`src/rtl/alu_arbiter.sv`:
```
// rtl/alu_arbiter.sv - round-robin arbiter sharing one xALU between two requesters
//
// Purpose: grants one of two requesters (0 = keypad/calculator, 1 = PicoVersat)
// round-robin, rejects illegal opcodes and divide-by-zero without touching the
// ALU, issues a one-cycle command to xALU, waits for alu_done under a timeout
// and returns a registered result with a one-cycle response pulse.
//
// Ports:
//   clk, rst                      clock, asynchronous active-high reset
//   req_valid0/1, req_ready0/1    request handshake (transfer on valid & ready)
//   req_a0/1, req_b0/1, req_op0/1 operands and opcode (0001 add, 0010 mul, 0100 div)
//   rsp_valid0/1                  one-cycle response pulse to the granted requester
//   rsp_result, rsp_err           result / error of the last completed request
//   alu_sel, alu_wr               xALU command strobe (one cycle)
//   alu_a, alu_b, alu_op          xALU operands and operation
//   alu_result, alu_done          xALU result and completion
//   busy, grant_id                status: not idle / requester being served
module alu_arbiter #(
  parameter int TIMEOUT = 64,
  parameter int CNT_W   = 7
) (
  input  logic       clk,
  input  logic       rst,
  input  logic       req_valid0,
  input  logic       req_valid1,
  output logic       req_ready0,
  output logic       req_ready1,
  input  logic [3:0] req_a0,
  input  logic [3:0] req_a1,
  input  logic [3:0] req_b0,
  input  logic [3:0] req_b1,
  input  logic [3:0] req_op0,
  input  logic [3:0] req_op1,
  output logic       rsp_valid0,
  output logic       rsp_valid1,
  output logic [7:0] rsp_result,
  output logic       rsp_err,
  output logic       alu_sel,
  output logic       alu_wr,
  output logic [3:0] alu_a,
  output logic [3:0] alu_b,
  output logic [3:0] alu_op,
  input  logic [7:0] alu_result,
  input  logic       alu_done,
  output logic       busy,
  output logic       grant_id
);

  typedef enum logic [1:0] {
    S_IDLE,
    S_ISSUE,
    S_WAIT,
    S_RESP
  } state_t;

  state_t           state_q, state_d;
  logic             last_grant_q, last_grant_d;
  logic             grant_id_q, grant_id_d;
  logic [3:0]       a_q, a_d;
  logic [3:0]       b_q, b_d;
  logic [3:0]       op_q, op_d;
  logic [7:0]       result_q, result_d;
  logic             err_q, err_d;
  logic [CNT_W-1:0] cnt_q, cnt_d;

  logic             pick0, pick1;
  logic [3:0]       in_a, in_b, in_op;
  logic             legal;

  // Requester 0 wins when it is alone or when requester 1 was served last.
  assign pick0 = req_valid0 && (!req_valid1 || last_grant_q);
  assign pick1 = req_valid1 && !pick0;

  assign req_ready0 = (state_q == S_IDLE) && pick0;
  assign req_ready1 = (state_q == S_IDLE) && pick1;

  assign in_a  = pick1 ? req_a1  : req_a0;
  assign in_b  = pick1 ? req_b1  : req_b0;
  assign in_op = pick1 ? req_op1 : req_op0;

  assign legal = (in_op == 4'b0001) || (in_op == 4'b0010) ||
                 ((in_op == 4'b0100) && (in_b != 4'd0));

  always_comb begin
    state_d      = state_q;
    last_grant_d = last_grant_q;
    grant_id_d   = grant_id_q;
    a_d          = a_q;
    b_d          = b_q;
    op_d         = op_q;
    result_d     = result_q;
    err_d        = err_q;
    cnt_d        = cnt_q;

    case (state_q)
      S_IDLE: begin
        if (pick0 || pick1) begin
          a_d          = in_a;
          b_d          = in_b;
          op_d         = in_op;
          grant_id_d   = pick1;
          last_grant_d = pick1;
          if (legal) begin
            state_d = S_ISSUE;
          end else begin
            result_d = 8'h00;
            err_d    = 1'b1;
            state_d  = S_RESP;
          end
        end
      end
      S_ISSUE: begin
        cnt_d   = '0;
        state_d = S_WAIT;
      end
      S_WAIT: begin
        cnt_d = cnt_q + 1'b1;
        // cnt_q == 0 marks the first WAIT cycle, where a done left over from
        // a previous operation may still be asserted.
        if (alu_done && (cnt_q != '0)) begin
          result_d = alu_result;
          err_d    = 1'b0;
          state_d  = S_RESP;
        end else if (cnt_q == CNT_W'(TIMEOUT - 1)) begin
          result_d = 8'hFF;
          err_d    = 1'b1;
          state_d  = S_RESP;
        end
      end
      S_RESP: begin
        state_d = S_IDLE;
      end
      default: begin
        state_d = S_IDLE;
      end
    endcase
  end

  always_ff @(posedge clk or posedge rst) begin
    if (rst) begin
      state_q      <= S_IDLE;
      last_grant_q <= 1'b1;
      grant_id_q   <= 1'b0;
      a_q          <= 4'd0;
      b_q          <= 4'd0;
      op_q         <= 4'd0;
      result_q     <= 8'h00;
      err_q        <= 1'b0;
      cnt_q        <= '0;
    end else begin
      state_q      <= state_d;
      last_grant_q <= last_grant_d;
      grant_id_q   <= grant_id_d;
      a_q          <= a_d;
      b_q          <= b_d;
      op_q         <= op_d;
      result_q     <= result_d;
      err_q        <= err_d;
      cnt_q        <= cnt_d;
    end
  end

  assign alu_sel    = (state_q == S_ISSUE);
  assign alu_wr     = (state_q == S_ISSUE);
  assign alu_a      = a_q;
  assign alu_b      = b_q;
  assign alu_op     = op_q;
  assign rsp_valid0 = (state_q == S_RESP) && !grant_id_q;
  assign rsp_valid1 = (state_q == S_RESP) && grant_id_q;
  assign rsp_result = result_q;
  assign rsp_err    = err_q;
  assign busy       = (state_q != S_IDLE);
  assign grant_id   = grant_id_q;

endmodule

```
`config.mk`:
```
export PLATFORM = sky130hd
export DESIGN_NAME = alu_arbiter
export DESIGN_NICKNAME = d
export VERILOG_FILES = /design/src/rtl/alu_arbiter.sv
export SDC_FILE = /design/constraint.sdc
export NUM_CORES = 1
export LEC_CHECK = 0
export CAP_MARGIN = 20
export CORE_MARGIN = 10
export CORE_UTILIZATION = 39
export CTS_CLUSTER_SIZE = 24
export DETAILED_ROUTE_END_ITERATION = 8
export GPL_TIMING_DRIVEN = 0
export MAX_ROUTING_LAYER = met4
export PLACE_DENSITY_LB_ADDON = 0.15
export SETUP_SLACK_MARGIN = 0.05
export SYNTH_ARGS = -nofsm -noshare
export SYNTH_HDL_FRONTEND = slang
export SYNTH_SLANG_ARGS = --single-unit
```
`constraint.sdc`:
```
create_clock -name clk -period 2.05 [get_ports clk]
set_clock_uncertainty 0.2 [all_clocks]
set_input_delay 0.41 -clock clk [delete_from_list [all_inputs] [get_ports clk]]
set_output_delay 0.41 -clock clk [all_outputs]
set_load 0.05 [all_outputs]
```
Word level (Yosys, flattened, before mapping) --
Cells that the tools add are included.
Word-level totals: bits in registers 32, output and inout bits 29
Operators by class: $add $sub $neg 1, equality and inequality tests 10, mux-type cells 19, reductions and logical operators 24
Operators with widths (number):
- two-way mux 8 bit | 4
- case mux 8 bit (2 select lines) | 1
- case mux 7 bit (2 select lines) | 1
- two-way mux 4 bit | 3
- logical AND 1 bit | 8
- two-way mux 2 bit | 4
- case mux 2 bit (4 select lines) | 1
- adder 7 x 1 -> 7 bit, second input constant | 1
- equality test 7 x 6 -> 1 bit, second input constant | 1
- nonzero test 7 bit | 1
- nonzero test 2 bit | 3
- equality test 2 bit, second input constant | 2
- equality test 4 x 1 -> 1 bit, second input constant | 1
- equality test 4 x 2 -> 1 bit, second input constant | 1
- equality test 4 x 3 -> 1 bit, second input constant | 1
- logical OR 1 bit | 4
- two-way mux 1 bit | 4
- AND reduction 2 bit | 2
- AND reduction 4 bit | 1
- nonzero test 4 bit | 1
- logical NOT 1 bit | 3
- != test 3 bit, second input constant | 1
- equality test 2 x 1 -> 1 bit, second input constant | 1
- logical NOT 2 bit | 1
- 3 further kinds | 3

Logic depth before layout (Yosys ltp) --
Gate-level depths: netlist (run 1).
depth after elaboration 12, mapped depth 8, mapped depth without buffers 7

Worst setup path before layout (run 1) --
Ideal clock, no wire load.
path kind reg-to-reg, start register cnt_q[0], end register err_q, in the netlist rsp_err, library setup time 0.121 ns, data arrival time 1.860 ns, setup slack -0.132 ns, cell stages (with the launch flop) 8, buffers on the path 0, cells stage by stage dfrtp_1 > inv_1 > ha_1 > or4b_4 > o31a_1 > o21ai_2 > nand2b_1 > o22a_1
Between the ends: cells in the longest elaborated chain, start to end 4, elaborated cells on any way between the ends 7, classes of those cells eq/ne: 2; mux: 2; reduce/logical: 3
RTL lines:
- start, declared | RTL line 64 | logic [CNT_W-1:0] cnt_q, cnt_d;
- start signal, assigned | RTL line 159 | cnt_q <= cnt_d;
- nonzero test 7 bit | RTL line 120 | if (alu_done && (cnt_q != '0)) begin
- logical AND 1 bit | RTL line 120
- != test 3 bit (no source line) or two-way mux 1 bit (tied branches)
- AND reduction 4 bit (no source line) or case mux 1 bit (2 select lines) (tied branches)
- end signal, assigned | RTL line 158 | err_q <= err_d;
- end, declared | RTL line 63 | logic err_q, err_d;
Several ways; a longest one is shown, not always the timed one. A chain may end at the register's enable or synchronous reset.

Worst setup path after layout (run 1) --
start register cnt_q[1], end register err_q, in the netlist rsp_err
The elaborated chain is that of the path after synthesis.

==> results of run 1 <==
stage by stage:
stage | area [um^2] | power (mW)
after global placement | 2460 | 3.58
final | 2820 | 4.40
after floorplan | 1740 | 2.80
after CTS | 2680 | 4.18
after global routing | 2820 | 4.71
after detailed placement | 2490 | 3.61
what timing repair did:
action	in CTS	in global routing
buffers inserted	8	12
gates cloned	2	0
resized for setup	82	23
setup endpoints to repair	52	29
pin swaps	9	10
cell type report:
class | count | share of cell area, %
Tap cell | 52 | 2.31
Multi-Input combinational cell | 136 | 36.4
Buffer | 5 | 0.932
Clock buffer | 7 | 2.71
Timing Repair Buffer | 84 | 27.9
Sequential cell | 32 | 28.4
Inverter | 9 | 1.20
Clock inverter | 1 | 0.177
power by group through the flow:
stage,clock network (mW),logic (mW),registers [mW]
2_1_floorplan,0,1.12,1.68
3_3_place_gp,0,2.54,1.04
3_5_place_dp,0,2.56,1.05
4_1_cts,0.476,2.67,1.03
5_1_grt,0.505,3.13,1.07
6_report,0.463,2.90,1.04
worst paths after layout:
kind                                       to  slack, ns
worst min-delay path                 alu_a[0]       0.28
worst max-delay path                  rsp_err      -0.22
worst max register to register        rsp_err      -0.22
min in group asynchronous       rsp_result[3]       0.36
worst min register to register       alu_a[0]       0.28
max in group asynchronous        last_grant_q       0.67
sequential cells by signal, summed over array words and instances (netlist names), 2 cells and up:
name,cells
rsp_result,8
cnt_q,7
alu_a,4
alu_b,4
alu_op,4
state_q,2
worst max-delay path: stages, from the launching register on:
cell and delay, ns:
sky130_fd_sc_hd__dfrtp_1 0.40, sky130_fd_sc_hd__inv_2 0.06, sky130_fd_sc_hd__ha_1 0.12, sky130_fd_sc_hd__or4b_4 0.46, sky130_fd_sc_hd__o31a_1 0.40, sky130_fd_sc_hd__nor2_2 0.17
sky130_fd_sc_hd__nor3b_4 0.07, sky130_fd_sc_hd__buf_6 0.14, sky130_fd_sc_hd__o22a_1 0.15
cell usage in the layout (no fill, tap or decap), types with 6 or more instances in the layout:
master and n:
sky130_fd_sc_hd__o22ai_2 6, sky130_fd_sc_hd__o21ai_1 14, sky130_fd_sc_hd__buf_4 16, sky130_fd_sc_hd__clkdlybuf4s50_1 30, sky130_fd_sc_hd__mux2i_1 13, sky130_fd_sc_hd__nand2_1 27
sky130_fd_sc_hd__o21ai_0 14, sky130_fd_sc_hd__dfrtp_1 31, sky130_fd_sc_hd__dlygate4sd2_1 24
cells by family (layout without fill, tap and decap cells):
kind of cell | after synthesis | in the layout | synth area share (%)
muxes | 13 | 13 | 7.51
xor gates and xnor gates | 1 | 1 | 0.506
buffers and inverters | 15 | 106 | 3.47
and+or+nand+nor | 57 | 57 | 16.6
adders and majority gates | 6 | 6 | 4.34
AOI/OAI and AO/OA | 57 | 59 | 21.2
DFF | 32 | 32 | 46.3
layer usage:
layer / share of wire (%) / wire (um) / vias up
met5: 0 / 0 / -
met4: 2.1 / 107 / 0
met3: 8.0 / 409 / 10
met2: 45 / 2300 / 64
met1: 45 / 2310 / 808
li1: - / - / 832
==> reports/results.txt, run 1 <==
The flow ran to the end, but the final reports show violations. The checks that failed: setup timing. The root cell of the clock tree was sky130_fd_sc_hd__clkbuf_8.

Among all flip-flop cells after synthesis, the most frequent one is sky130_fd_sc_hd__dfrtp_1. Setup repair after global routing could not meet its margin everywhere. Pin placement for this block handled 66 I/O pins. Launch point of the critical path: cnt_q[1]. The die outline width came out at 86.6 um. Entering global routing, the biggest net connects 18 pins. After synthesis the cells add up to 0.00173 mm^2. Sorting the synthesized cells by area gives the leading types as sky130_fd_sc_hd__dfrtp_1 45%, sky130_fd_sc_hd__mux2i_1 7.5%, sky130_fd_sc_hd__nand2_1 6.3%. The tools report the total global routing track utilization as 13.9%.

STA puts the critical path data required time at 2.02 ns. The share of total power consumed by net switching was 50.6%; the number of global-route vias before repair was 1666. The sum of negative setup slack came out at -1.95 ns. The critical path is of the flop to flop type. After detailed placement, the design holds a cell count of 299. For this run, asynchronously set or reset flops after synthesis account for 100%.

For the maximum frequency from static timing analysis, the log shows 440 MHz. TritonCTS built the clock tree. For the cell row count, the log shows 24. The logs give 0.963 mV for the maximum ir drop on the vdd rail and 0.00751 mm^2 for the area of the die.

The run gives 0 as the number of antenna violations at the first check in global routing. The die extent in y was 86.6 um; the register clock-pin slew on the reported worst setup and hold paths was 0.06 ns. By count the netlist is led by 31 x sky130_fd_sc_hd__dfrtp_1, 29 x sky130_fd_sc_hd__nand2_1, 15 x sky130_fd_sc_hd__o21ai_0.

Prior to clock tree synthesis, the placed netlist has a worst setup slack of -0.851 ns. In this run the critical register-to-register path is launched from cnt_q[1]. The setup slack of the critical path after layout was -0.224 ns. The post-route worst hold slack is 0.281 ns, and the fraction of layout cells with a size suffix above 1 is 25.2%. In the global route stage, met2 resource usage came out at 19.4%. For this design the ratio of total power to cell area is 1560 mW/mm^2.

The tool flagged a number of max-cap violations equal to 0. The sink count of the clock tree was 32; the detailed-route wire length was 5.13 mm. The starting density of the core is 40.0%. Counting every net in the synthesized netlist gives 224.

The first-pass iteration count of the detailed router was 8. At the end of the flow, the number of nets in the layout was 316. For the number of hold violations in the final report, the log shows 0. The ratio of final minimum period to clock period came out at 111%.

The number of setup violations in the final report is 11. For met3 alone, demand over resource in global routing was 4.78%. Layer with the highest usage after global routing: met2.

The hold buffer count at cts was 0; the final instance count without filler cells was 326. The clock network fraction of design power was 10.5%; the number of antenna-violating nets in the routed design was 0. The H-tree was split into 2 levels. In this run the power spent charging and discharging nets is 2.23 mW. The antenna diode instance count is 0, and the routing usage on met1 is 18.3%.

The worst hold path begins at alu_a[0]. The tools report the category of the worst setup path capture point as a flop. After synthesis, the mean cell area works out to 9.57 um^2.

Sequential cells burn 23.5% of the power. In this run the tool buffered the top-level ports with 65 buffer cells. The smallest clock period supported by the final layout is computed as 2.27 ns. Data on the critical path arrives at its endpoint at 2.24 ns. The distinct cell type count after synthesis is 40. The later pin in the worst-skew pair is clocked with a latency of 0.28 ns. The run gives 0 as the number of pins exceeding their max-slew limit in the final report.

Dividing the detail-routed wire length by the instance count gives 15.7 um. Of the total power, combinational logic draws 66.0%. The run gives 50.6% as the relative slew slack. The tools report the critical path startpoint category as a flop. The largest fanout on the critical path came out at 6. The first global-routing pass estimated 8.32 mm of wire. The total overflow left after global routing is 0.

In the final layout, the multi-input gates occupy 0.00103 mm^2. Clock tree synthesis inserted a total of 5 buffers. The number of violations reported at the end of detailed-routing iteration 0 is 59. The synthesized design devotes to its leading area cell type 44.8% of total area. The worst hold path cell count is 2, and the sequential-to-total area share from yosys stat is 46.3%. The relative area change from synthesis to final layout works out to 62.9%. The synthesized design contains 0 enable-type register cells.

The tools report the last weighted congestion value of the routability-driven placer as 0.794. The region available for standard cell placement spans 0.00432 mm^2. The total of flip-flops plus latches after synthesis is 32. The flip-flop and latch area was 802 um^2; the worst-case reg-to-reg path depth was 8. Detailed placement ended at an HPWL of 3.65 mm.

Summed over all instances, the cell type with the most area after synthesis is sky130_fd_sc_hd__dfrtp_1. For this design the static power due to leakage is 1.30 nW. The cell internal power dissipation came out at 2.18 mW.

After detailed routing, the number of remaining DRC violations is 0. The run gives 181 as the cell count after synthesis. Most common cell in the synthesized netlist: sky130_fd_sc_hd__dfrtp_1. The routed layout has 1714 vias. The tightest min-delay check is of the flop to flop type.

The number of synthesis warnings is 0. Vias per cell: 5.26. For the utilization after layout, the log shows 65.2%. The filler cell count came out at 365. The longest clock path from root to sink contains 2 buffers. For the pin with the worst max-slew slack, the measured transition is 0.740 ns.
Note: power is estimated with default switching activity, not from simulation.
==> run 2, diff against run 1 <==
--- a/config.mk
+++ b/config.mk
@@ -7,12 +7,12 @@
 export LEC_CHECK = 0
 export CAP_MARGIN = 20
 export CORE_MARGIN = 10
-export CORE_UTILIZATION = 39
+export CORE_UTILIZATION = 47
 export CTS_CLUSTER_SIZE = 24
 export DETAILED_ROUTE_END_ITERATION = 8
 export GPL_TIMING_DRIVEN = 0
 export MAX_ROUTING_LAYER = met4
-export PLACE_DENSITY_LB_ADDON = 0.15
+export PLACE_DENSITY = 0.85
 export SETUP_SLACK_MARGIN = 0.05
 export SYNTH_ARGS = -nofsm -noshare
 export SYNTH_HDL_FRONTEND = slang
==> constraint.sdc (replaced) <==
create_clock -name clk -period 2.8 [get_ports clk]
set_clock_uncertainty 0.2 [all_clocks]
set_input_delay 0.56 -clock clk [delete_from_list [all_inputs] [get_ports clk]]
set_output_delay 0.56 -clock clk [all_outputs]
set_load 0.05 [all_outputs]
==> run 2 against run 1 <==
Net effect:
- critical path type is now flop to output port
- sequential power down 27%
- sequential cell count stayed put
- first-iteration DRC count up 120%
- combinational power decreased by 36%
- the flow now finishes without violations
- worst hold slack gained 0.0042 ns
==> reports/results.txt, run 2 (same netlist as run 1, synthesis figures left out) <==
The run finished with clean final reports. The largest fanout on the critical path is 4, and the number of violations of the max-capacitance limit is 0. Root cell of the clock tree: sky130_fd_sc_hd__clkbuf_8. The final period demand of the worst path was 2.65 ns. The logs give 1.89 ns for the arrival time reported for the critical path endpoint and 3.05 mW for the post-layout total power. In the layout the commonest cells are 62 x sky130_fd_sc_hd__clkdlybuf4s50_1, 31 x sky130_fd_sc_hd__dfrtp_1, 29 x sky130_fd_sc_hd__nand2_1, 15 x sky130_fd_sc_hd__o21ai_0, 14 x sky130_fd_sc_hd__o21ai_1.

Measured along the x axis, the die boundary spans 80.7 um. In the final layout, the share of cells above drive strength 1 is 7.81%. The initial utilization of the core area, before any placement, comes to 50.3%. For the worst-skew pair, the clock arrives at the later sink with an insertion delay of 0.28 ns. The min-delay analysis places its worst path in the category flop to flop.

The floorplan step defined a die boundary enclosing 0.00651 mm^2. In this run the remaining antenna-violating nets after routing total 0. STA classifies the critical path endpoint as an output port. Clock tree synthesis found a total of 32 sinks.

TritonCTS built the clock tree. For the final global-route overflow total, the log shows 0. The first global-routing pass estimated 7.82 mm of wire. The worst hold path passes through 2 cells.

The clock passes through at most 2 buffers. STA classifies the critical path startpoint as a flop. The total half-perimeter wirelength after legalization and detailed placement is 3.67 mm, and the setup slack of the critical path after layout is 0.146 ns. The first detailed-routing pass took 4 iterations. The post-route DRC violation count is 0, and the maximum frequency from static timing analysis is 377 MHz. Setup violations remaining at the end of the flow were counted as 0.

The actual slew at the worst max-slew pin is 0.802 ns, and the register clock-pin slew on the reported worst setup and hold paths is 0.07 ns. For this run, the post-layout net count is 298. Row generation in the floorplan step produced 21 rows.

For the number of pins exceeding their max-slew limit in the final report, the log shows 0. Dividing total power by cell area gives a power density of 1180 mW/mm^2. The ratio of final minimum period to clock period works out to 94.8%. For the number of hold violations in the final report, the log shows 0. The critical path data required time was 2.04 ns; the number of buffer cells added on primary ports was 65. The relative area change from synthesis to final layout is 49.1%. The average routed wire per standard cell works out to 16.0 um. The clock tree synthesis step divided the H-tree into 2 levels. Setup repair after global routing left no endpoint under its margin. The final layout contains routed wiring with a total length of 4.83 mm.

The type of the setup path with the least slack was flop to output port. The cell area after placement is 0.00247 mm^2, and the hold buffer count at cts is 0. The total clock buffers created by CTS was 5; the area of the core region was 0.00344 mm^2. Number of top-level design ports: 66.

The run gives 1556 as the number of global-route vias before repair. The number of antenna diodes in the final layout is 0. The tools report the number of antenna violations at the first check in global routing as 0. The finished layout holds 302 standard cells, fillers aside. The die extent in y works out to 80.7 um.

The commonest non-fill, non-tap cell in the layout was sky130_fd_sc_hd__clkdlybuf4s50_1. The register with the most flip-flops in the layout has 8 of them. The worst-case reg-to-reg path depth was 7.

Headroom to the max-slew limit came out at 46.5%. Hold is met by 0.285 ns. Including well taps, the total number of placed cells is 293.

For the largest net degree at the start of global routing, the log shows 20. At the end of routability-driven placement, the weighted congestion stood at 0.784. In this run the static leakage power is 1.10 nW.

Across all layers, the routed design uses 1650 vias. Across every metal layer, demand over resource in global routing totals 15.4%. Summing all non-filler instances in the final layout gives an area of 0.00258 mm^2.

The vias per cell was 5.46. Before CTS, the worst setup slack after placement is -0.378 ns. IR analysis of the VDD net gives a maximum drop of 0.859 mV.

The detailed router finished its first iteration with 131 violations.
-- run 2: final timing paths --
path	to	from	slack [ns]
max in group asynchronous	last_grant_q	rst	1.23
max	alu_wr	state_q[1]	0.15
min	alu_op[1]	alu_op[1]	0.29
min in group asynchronous	cnt_q[3]	rst	0.54
min reg2reg	alu_op[1]	alu_op[1]	0.29
max reg2reg	rsp_result[7]	cnt_q[0]	0.29
-- run 2: repair_timing --
action	4_1_cts	5_1_grt
hold endpoints to repair	0	0
buffers inserted	0	1
endpoints found under the setup margin	3	10
gates resized for setup	7	2
gates cloned	0	0
-- run 2: worst max-delay path: stages (launching register included) --
cell and delay, ns:
sky130_fd_sc_hd__dfrtp_1 0.43, sky130_fd_sc_hd__inv_1 0.10, sky130_fd_sc_hd__ha_1 0.18, sky130_fd_sc_hd__buf_4 0.11, sky130_fd_sc_hd__clkdlybuf4s50_1 0.79
-- run 2: where the power goes --
group | switching, mW | total [mW] | leakage [nW] | internal, mW
Combinational | 1.22 | 1.86 | 0.644 | 0.642
Sequential | 0.106 | 0.756 | 0.405 | 0.650
Clock | 0.166 | 0.430 | 0.0552 | 0.264
Total | 1.49 | 3.05 | 1.10 | 1.56
-- run 2: area by class of cell --
class	count	area (um^2)
Inverter	9	33.8
Sequential cell	32	802
Timing Repair Buffer	67	679
Clock inverter	2	35.0
Clock buffer	6	72.6
Fill cell	248	860
Multi-Input combinational cell	134	876
Tap cell	46	57.6
Buffer	6	26.3
-- run 2: per-stage QoR --
step	utilization [%]	setup TNS, ns
4_1_cts	74.6	0
3_3_place_gp	70.9	-1.78
2_1_floorplan	-	0
3_5_place_dp	71.7	-1.81
5_1_grt	75.0	0
6_report	75.0	0
-- run 2: routing by layer --
layer,vias to the layer above,routed length [um],track usage [%],share of wire (%)
li1,796,-,-,-
met1,788,2060,19.5,43
met2,61,2370,23.8,49
met3,5,363,4.34,7.5
met4,0,37,3.11,0.77
met5,-,0,-,0
